<file path="src/rtl/cu_pkg.sv">
// Shared types and constants for the multicycle control unit.
// States, legacy 3-bit opcodes, trap causes and the strobe bundle.
package cu_pkg;

  typedef enum logic [2:0] {
    IDLE,
    FETCH,
    DECODE,
    EXEC,
    MEM,
    WB,
    TRAP
  } state_t;

  localparam logic [2:0] OP_R   = 3'b000;
  localparam logic [2:0] OP_MFI = 3'b001;
  localparam logic [2:0] OP_MW  = 3'b010;
  localparam logic [2:0] OP_MR  = 3'b011;
  localparam logic [2:0] OP_J   = 3'b100;
  localparam logic [2:0] OP_JCE = 3'b101;
  localparam logic [2:0] OP_MB  = 3'b110;
  localparam logic [2:0] OP_JCN = 3'b111;

  localparam logic [1:0] CAUSE_NONE    = 2'b00;
  localparam logic [1:0] CAUSE_ILLEGAL = 2'b01;
  localparam logic [1:0] CAUSE_TIMEOUT = 2'b10;

  typedef struct packed {
    logic j;
    logic jc;
    logic ina;
    logic rm;
    logic wm;
    logic sin;
    logic sout;
    logic wr;
    logic neq;
  } strobe_t;

  localparam strobe_t STROBE_NONE = '0;

endpackage

</file>
<file path="src/rtl/cu_strobe_decode.sv">
// Legacy datapath strobe encoding: opcode[2:0] + state -> strobes.
// Pure combinational, shared with the single-cycle core.
module cu_strobe_decode
  import cu_pkg::*;
(
  input  state_t     state,
  input  logic [2:0] opcode,
  output strobe_t    strobe
);

  // strobes only fire in EXEC, MEM and WB
  always_comb begin
    strobe = STROBE_NONE;
    unique case (state)
      EXEC: begin
        unique case (opcode)
          OP_R:   strobe.sout = 1'b1;
          OP_MFI: begin
            strobe.ina = 1'b1;
            strobe.sin = 1'b1;
          end
          OP_MW:  ;
          OP_MR:  ;
          OP_J:   strobe.j = 1'b1;
          OP_JCE: strobe.jc = 1'b1;
          OP_MB:  strobe.wr = 1'b1;
          OP_JCN: begin
            strobe.jc  = 1'b1;
            strobe.neq = 1'b1;
          end
          default: ;
        endcase
      end
      MEM: begin
        strobe.wm = (opcode == OP_MW);
        strobe.rm = (opcode == OP_MR);
      end
      WB:      strobe.wr = 1'b1;
      default: ;
    endcase
  end

endmodule

</file>
<file path="src/rtl/multicycle_control_unit.sv">
// Multicycle FETCH/DECODE/EXEC/MEM/WB sequencer with memory
// handshake, wait-state timeout and illegal-opcode trap.
module multicycle_control_unit
  import cu_pkg::*;
#(
  parameter int OPCODE_W    = 3,
  parameter int MEM_TIMEOUT = 15,
  parameter int TO_W        = 4
) (
  input  logic                clk,
  input  logic                rst_n,
  input  logic                run,
  input  logic [OPCODE_W-1:0] ir_opcode,
  input  logic                eq_flag,
  input  logic                mem_ready,
  output logic                mem_req,
  output logic                ir_load,
  output logic                pc_inc,
  output logic                pc_load,
  output logic                j,
  output logic                jc,
  output logic                ina,
  output logic                rm,
  output logic                wm,
  output logic                sin,
  output logic                sout,
  output logic                wr,
  output logic                neq,
  output logic                busy,
  output logic                trap,
  output logic [1:0]          trap_cause
);

  state_t              state;
  state_t              state_nx;
  logic [2:0]          op_q;
  logic [TO_W-1:0]     to_cnt;
  logic [1:0]          cause_q;
  logic [1:0]          cause_nx;
  logic [OPCODE_W-1:0] op_hi;
  logic                illegal;
  logic                waiting;
  logic                expired;
  state_t              boundary;
  strobe_t             strobe;

  // any opcode bit above [2:0] makes it illegal
  assign op_hi   = ir_opcode >> 3;
  assign illegal = |op_hi;

  assign waiting = ((state == FETCH) || (state == MEM)) && !mem_ready;
  assign expired = (MEM_TIMEOUT != 0) && waiting
                && (to_cnt == TO_W'(MEM_TIMEOUT));

  // halting is only allowed at an instruction boundary
  assign boundary = run ? FETCH : IDLE;

  cu_strobe_decode u_strobe (
    .state  (state),
    .opcode (op_q),
    .strobe (strobe)
  );

  // state, opcode latch, timeout counter and trap cause
  always_ff @(posedge clk or negedge rst_n) begin
    if (!rst_n) begin
      state   <= IDLE;
      op_q    <= '0;
      to_cnt  <= '0;
      cause_q <= CAUSE_NONE;
    end else begin
      state   <= state_nx;
      cause_q <= cause_nx;
      if (state == DECODE) begin
        op_q <= ir_opcode[2:0];
      end
      if (state_nx != state) begin
        to_cnt <= '0;
      end else if (waiting && (to_cnt != '1)) begin
        to_cnt <= to_cnt + 1'b1;
      end
    end
  end

  // next state and Moore outputs
  always_comb begin
    state_nx   = state;
    cause_nx   = cause_q;
    mem_req    = 1'b0;
    ir_load    = 1'b0;
    pc_inc     = 1'b0;
    pc_load    = 1'b0;
    busy       = 1'b0;
    trap       = 1'b0;
    trap_cause = cause_q;
    j          = strobe.j;
    jc         = strobe.jc;
    ina        = strobe.ina;
    rm         = strobe.rm;
    wm         = strobe.wm;
    sin        = strobe.sin;
    sout       = strobe.sout;
    wr         = strobe.wr;
    neq        = strobe.neq;
    unique case (state)
      IDLE: begin
        if (run) state_nx = FETCH;
      end
      FETCH: begin
        busy    = 1'b1;
        mem_req = 1'b1;
        ir_load = mem_ready;
        pc_inc  = mem_ready;
        if (mem_ready) begin
          state_nx = DECODE;
        end else if (expired) begin
          state_nx = TRAP;
          cause_nx = CAUSE_TIMEOUT;
        end
      end
      DECODE: begin
        busy = 1'b1;
        if (illegal) begin
          state_nx = TRAP;
          cause_nx = CAUSE_ILLEGAL;
        end else begin
          state_nx = EXEC;
        end
      end
      EXEC: begin
        busy    = 1'b1;
        pc_load = (op_q == OP_J)
               || ((op_q == OP_JCE) && eq_flag)
               || ((op_q == OP_JCN) && !eq_flag);
        if ((op_q == OP_MW) || (op_q == OP_MR)) begin
          state_nx = MEM;
        end else begin
          state_nx = boundary;
        end
      end
      MEM: begin
        busy    = 1'b1;
        mem_req = 1'b1;
        if (mem_ready) begin
          state_nx = (op_q == OP_MR) ? WB : boundary;
        end else if (expired) begin
          state_nx = TRAP;
          cause_nx = CAUSE_TIMEOUT;
        end
      end
      WB: begin
        busy     = 1'b1;
        state_nx = boundary;
      end
      TRAP: begin
        trap = 1'b1;
      end
      default: begin
        state_nx = IDLE;
      end
    endcase
  end

endmodule

</file>
<file path="config.mk">
export PLATFORM = sky130hd
export DESIGN_NAME = multicycle_control_unit
export DESIGN_NICKNAME = d
export VERILOG_FILES = /design/src/rtl/cu_pkg.sv /design/src/rtl/cu_strobe_decode.sv /design/src/rtl/multicycle_control_unit.sv
export SDC_FILE = /design/constraint.sdc
export NUM_CORES = 1
export LEC_CHECK = 0
export ABC_AREA = 0
export CORE_ASPECT_RATIO = 1.1
export CORE_MARGIN = 2
export CORE_UTILIZATION = 45
export DETAILED_ROUTE_END_ITERATION = 7
export HOLD_SLACK_MARGIN = 0.15
export PLACE_DENSITY = 0.77
export SLEW_MARGIN = 20
export SYNTH_ARGS = -nofsm -noshare
export SYNTH_HDL_FRONTEND = slang
export SYNTH_SLANG_ARGS = --single-unit
</file>
<file path="constraint.sdc">
create_clock -name clk -period 2.7 [get_ports clk]
set_clock_uncertainty 0.2 [all_clocks]
set_input_delay 0.405 -clock clk [delete_from_list [all_inputs] [get_ports clk]]
set_output_delay 0.405 -clock clk [all_outputs]
set_load 0.05 [all_outputs]
</file>
==> results.sh, run 1 <==
export IMPL_drive_above_1_share=0.319
export IMPL_synth_async_sr_flop_share=1.00
export IMPL_wire_per_inst_um=12.9
export IMPL_die_h_um=48.6
export IMPL_antenna_cells=0
export IMPL_vdd_drop_max_mv=0.802
export IMPL_rows=16
export IMPL_timing_final_ws_setup_ps=103
export IMPL_required_ps=2100
export IMPL_drt_total_wl_um=1690
export IMPL_track_usage=0.181
export IMPL_p_sw_frac=0.513
export IMPL_setup_viol=0
export IMPL_p_leak_nw=0.476
export IMPL_ys_ff_latch=11
export IMPL_slew_viol_final=0
export IMPL_synth_mux_area_frac=0.0524
export IMPL_p_int_mw=0.580
export IMPL_critPathKind="flop to primary output"
export IMPL_die_x_um=44.5
export IMPL_drv_cap=0
export IMPL_hold_buffers=0
export IMPL_dp_slack_ps=264
export IMPL_register_area_um2=275
export IMPL_core_area_um2=1740
export IMPL_synthXorXnorAreaFrac=0.0539
export IMPL_p_per_area_nw_per_um2=1040
export IMPL_viasPerCell=5.65
export IMPL_arrival_ps=1990
export IMPL_critPathCaptureType="primary output"
export IMPL_grt_pass1_vias=705
export IMPL_place_area_um2=1120
export IMPL_yosysUniqueCellTypes=41
export IMPL_num_vias=740
export IMPL_yosys_top_cells_area="dfrtp_1 34%, nor2_1 4.6%, buf_4 3.7%"
export IMPL_clockBufferDepth=2
export IMPL_path_max_fanout=7
export IMPL_tightest_slew_ps=520
export IMPL_synthSimpleGateAreaFrac=0.270
export IMPL_hp_class="primary input to async pin"
export IMPL_startpoint_type="flop"
export IMPL_netlist_instances=92
export IMPL_numClockSinks=11
export IMPL_gp_congestion=0.824
export IMPL_drt_antenna_violating_nets=0
export IMPL_synth_main_ff_cell="dfrtp_1"
export IMPL_path_clk_slew_ps=70
export IMPL_seqPwrFrac=0.249
export IMPL_final_util=0.659
export IMPL_root_buffer="clkbuf_4"
export IMPL_synth_edf_count=0
export IMPL_design_area_um2=1150
export IMPL_layout_nets=123
export IMPL_avgSynthCellArea_um2=8.83
export IMPL_yosysTopAreaCell="dfrtp_1"
export IMPL_max_slew_margin_rel=0.651
export IMPL_cts_resized_gates=0
export IMPL_hpwl_um=1350
export IMPL_drtIter0Drc=4
export IMPL_finalCritPeriodShare=0.962
export IMPL_dr_pass1_iters=2
export IMPL_fmax_mhz=385
export IMPL_synth_commonest_cells="11 x dfrtp_1, 10 x nor2_1, 5 x nand2_1"
export IMPL_grt_overflow_total=0
export IMPL_initial_utilization=0.466
export IMPL_finalSetupTns_ps=0
export IMPL_io_pins=25
export IMPL_grt_max_degree=14
export IMPL_cts_buffers_inserted=3
export IMPL_post_route_min_period_ps=2600
export IMPL_dieArea_um2=2160
export IMPL_hold_slack_ps=255
export IMPL_htree_num_levels=1
export IMPL_antenna_found_initial=0
export IMPL_yosysWarnings=0
export IMPL_cts_setup_buffers=0
export IMPL_syn_num_nets=101
export IMPL_synth_seq_area_share=0.339
export IMPL_grt_first_pass_wirelength_um=2890
export IMPL_power_frac_comb=0.658
export IMPL_synth_top_family_by_area="simple AND/OR/NAND/NOR gates"
export IMPL_synth_fa_ha_area_frac=0.0154
export IMPL_rsz0062_at_grt="no"
export IMPL_drc=0
export IMPL_syn_cell_area_um2=812
export IMPL_yosys_area_top_type_share=0.339
export IMPL_cts_tree="built"
export IMPL_portBuffers=23
export IMPL_fillers=142
export IMPL_synth_compound_area_frac=0.169
export IMPL_yosysMostFrequentCell="dfrtp_1"
export IMPL_status="complete, no violations"
export IMPL_clockPowerShare=0.094
export IMPL_hold_viol=0
export IMPL_multi_input_area_um2=480
export IMPL_area_growth_pct=41.4
export IMPL_clkLatencyLatePin_ps=270
export IMPL_power_switching_mw=0.610
stage by stage:
step / std cells / total power, mW
floorplan: 92 / 0.853
global route: 131 / 1.28
CTS: 131 / 1.20
detailed placement: 127 / 1.08
finish: 131 / 1.19
global placement: 127 / 1.07
cell families (layout without fill, tap and decap cells):
logic type / count (synthesis) / count (layout)
XOR/XNOR: 5 / 5
buffers and inverters: 14 / 35
flip-flops: 11 / 11
other: 1 / 1
AO/OA/AOI/OAI: 18 / 18
adder cells (fa/ha/maj): 1 / 1
multiplexers: 4 / 4
AND/OR/NAND/NOR: 38 / 38
metal layers:
| layer | vias to the layer above | GRT usage | part of all wire |
|---|---|---|---|
| li1 | 367 | - | - |
| met1 | 345 | 0.204 | 0.43 |
| met2 | 20 | 0.285 | 0.48 |
| met3 | 8 | 0.0448 | 0.044 |
| met4 | 0 | 0.131 | 0.037 |
| met5 | - | 0 | 0 |
layout make-up:
| cell class | instances | share of cell area |
|---|---|---|
| clock inverters | 1 | 0.00436 |
| multi-input cells | 67 | 0.418 |
| well taps | 18 | 0.0196 |
| inverters | 4 | 0.0131 |
| flip-flops and latches | 11 | 0.240 |
| clock buffers | 3 | 0.0196 |
| repair buffers | 27 | 0.285 |
critical path: stages, from the launching register on:
cell and delay, ps:
dfrtp_1 460, nand2b_1 220, nor4_2 210, clkdlybuf4s50_1 830
worst paths after layout:
kind,startpoint,end,slack [ps],cells past startpoint
max,op_q[2],wm,100,3
min,rst_n,state[1],250,1
max reg2reg,to_cnt[0],to_cnt[3],690,6
min reg2reg,trap_cause[1],trap_cause[1],270,1
max in group asynchronous,rst_n,op_q[1],1730,1
min in group clk,trap_cause[1],trap_cause[1],270,1
flip-flops by register name, summed over array words and instances, names as in the netlist:
name        cells
state           3
trap_cause      1
op_q            3
to_cnt          4
power groups by stage:
stage	clock, mW	combinational (mW)	sequential (mW)
6_report	0.112	0.783	0.296
5_1_grt	0.127	0.841	0.307
4_1_cts	0.117	0.784	0.295
3_5_place_dp	0	0.782	0.298
3_3_place_gp	0	0.773	0.294
2_1_floorplan	0	0.593	0.260
layout by cell type, fill, tap and decap left out, drive strengths merged, types with 3 or more instances in the layout:
master | synthesis | routed
clkdlybuf4s50 | 0 | 10
nor4 | 4 | 4
clkbuf | 2 | 3
xnor2 | 3 | 3
a21oi | 4 | 4
nor3 | 4 | 4
a32oi | 3 | 3
nor2 | 11 | 11
buf | 8 | 17
nand2 | 5 | 5
inv | 4 | 4
dfrtp | 11 | 11
nand2b | 3 | 3
Power figures use the tool's default switching activity.
==> run 2, diff against run 1 <==
--- a/config.mk
+++ b/config.mk
@@ -9,6 +9,7 @@
 export CORE_ASPECT_RATIO = 1.1
 export CORE_MARGIN = 2
 export CORE_UTILIZATION = 45
+export CTS_CLUSTER_DIAMETER = 200
 export DETAILED_ROUTE_END_ITERATION = 7
 export HOLD_SLACK_MARGIN = 0.15
 export PLACE_DENSITY = 0.77
==> results of run 2 <==
Same layout as run 1: the final DEF is identical, and so are final timing and power.
==> run 3, diff against run 2 <==
--- a/config.mk
+++ b/config.mk
@@ -6,6 +6,7 @@
 export NUM_CORES = 1
 export LEC_CHECK = 0
 export ABC_AREA = 0
+export CAP_MARGIN = 40
 export CORE_ASPECT_RATIO = 1.1
 export CORE_MARGIN = 2
 export CORE_UTILIZATION = 45
==> results of run 3 <==
Same layout as run 1: the final DEF is identical, and so are final timing and power.
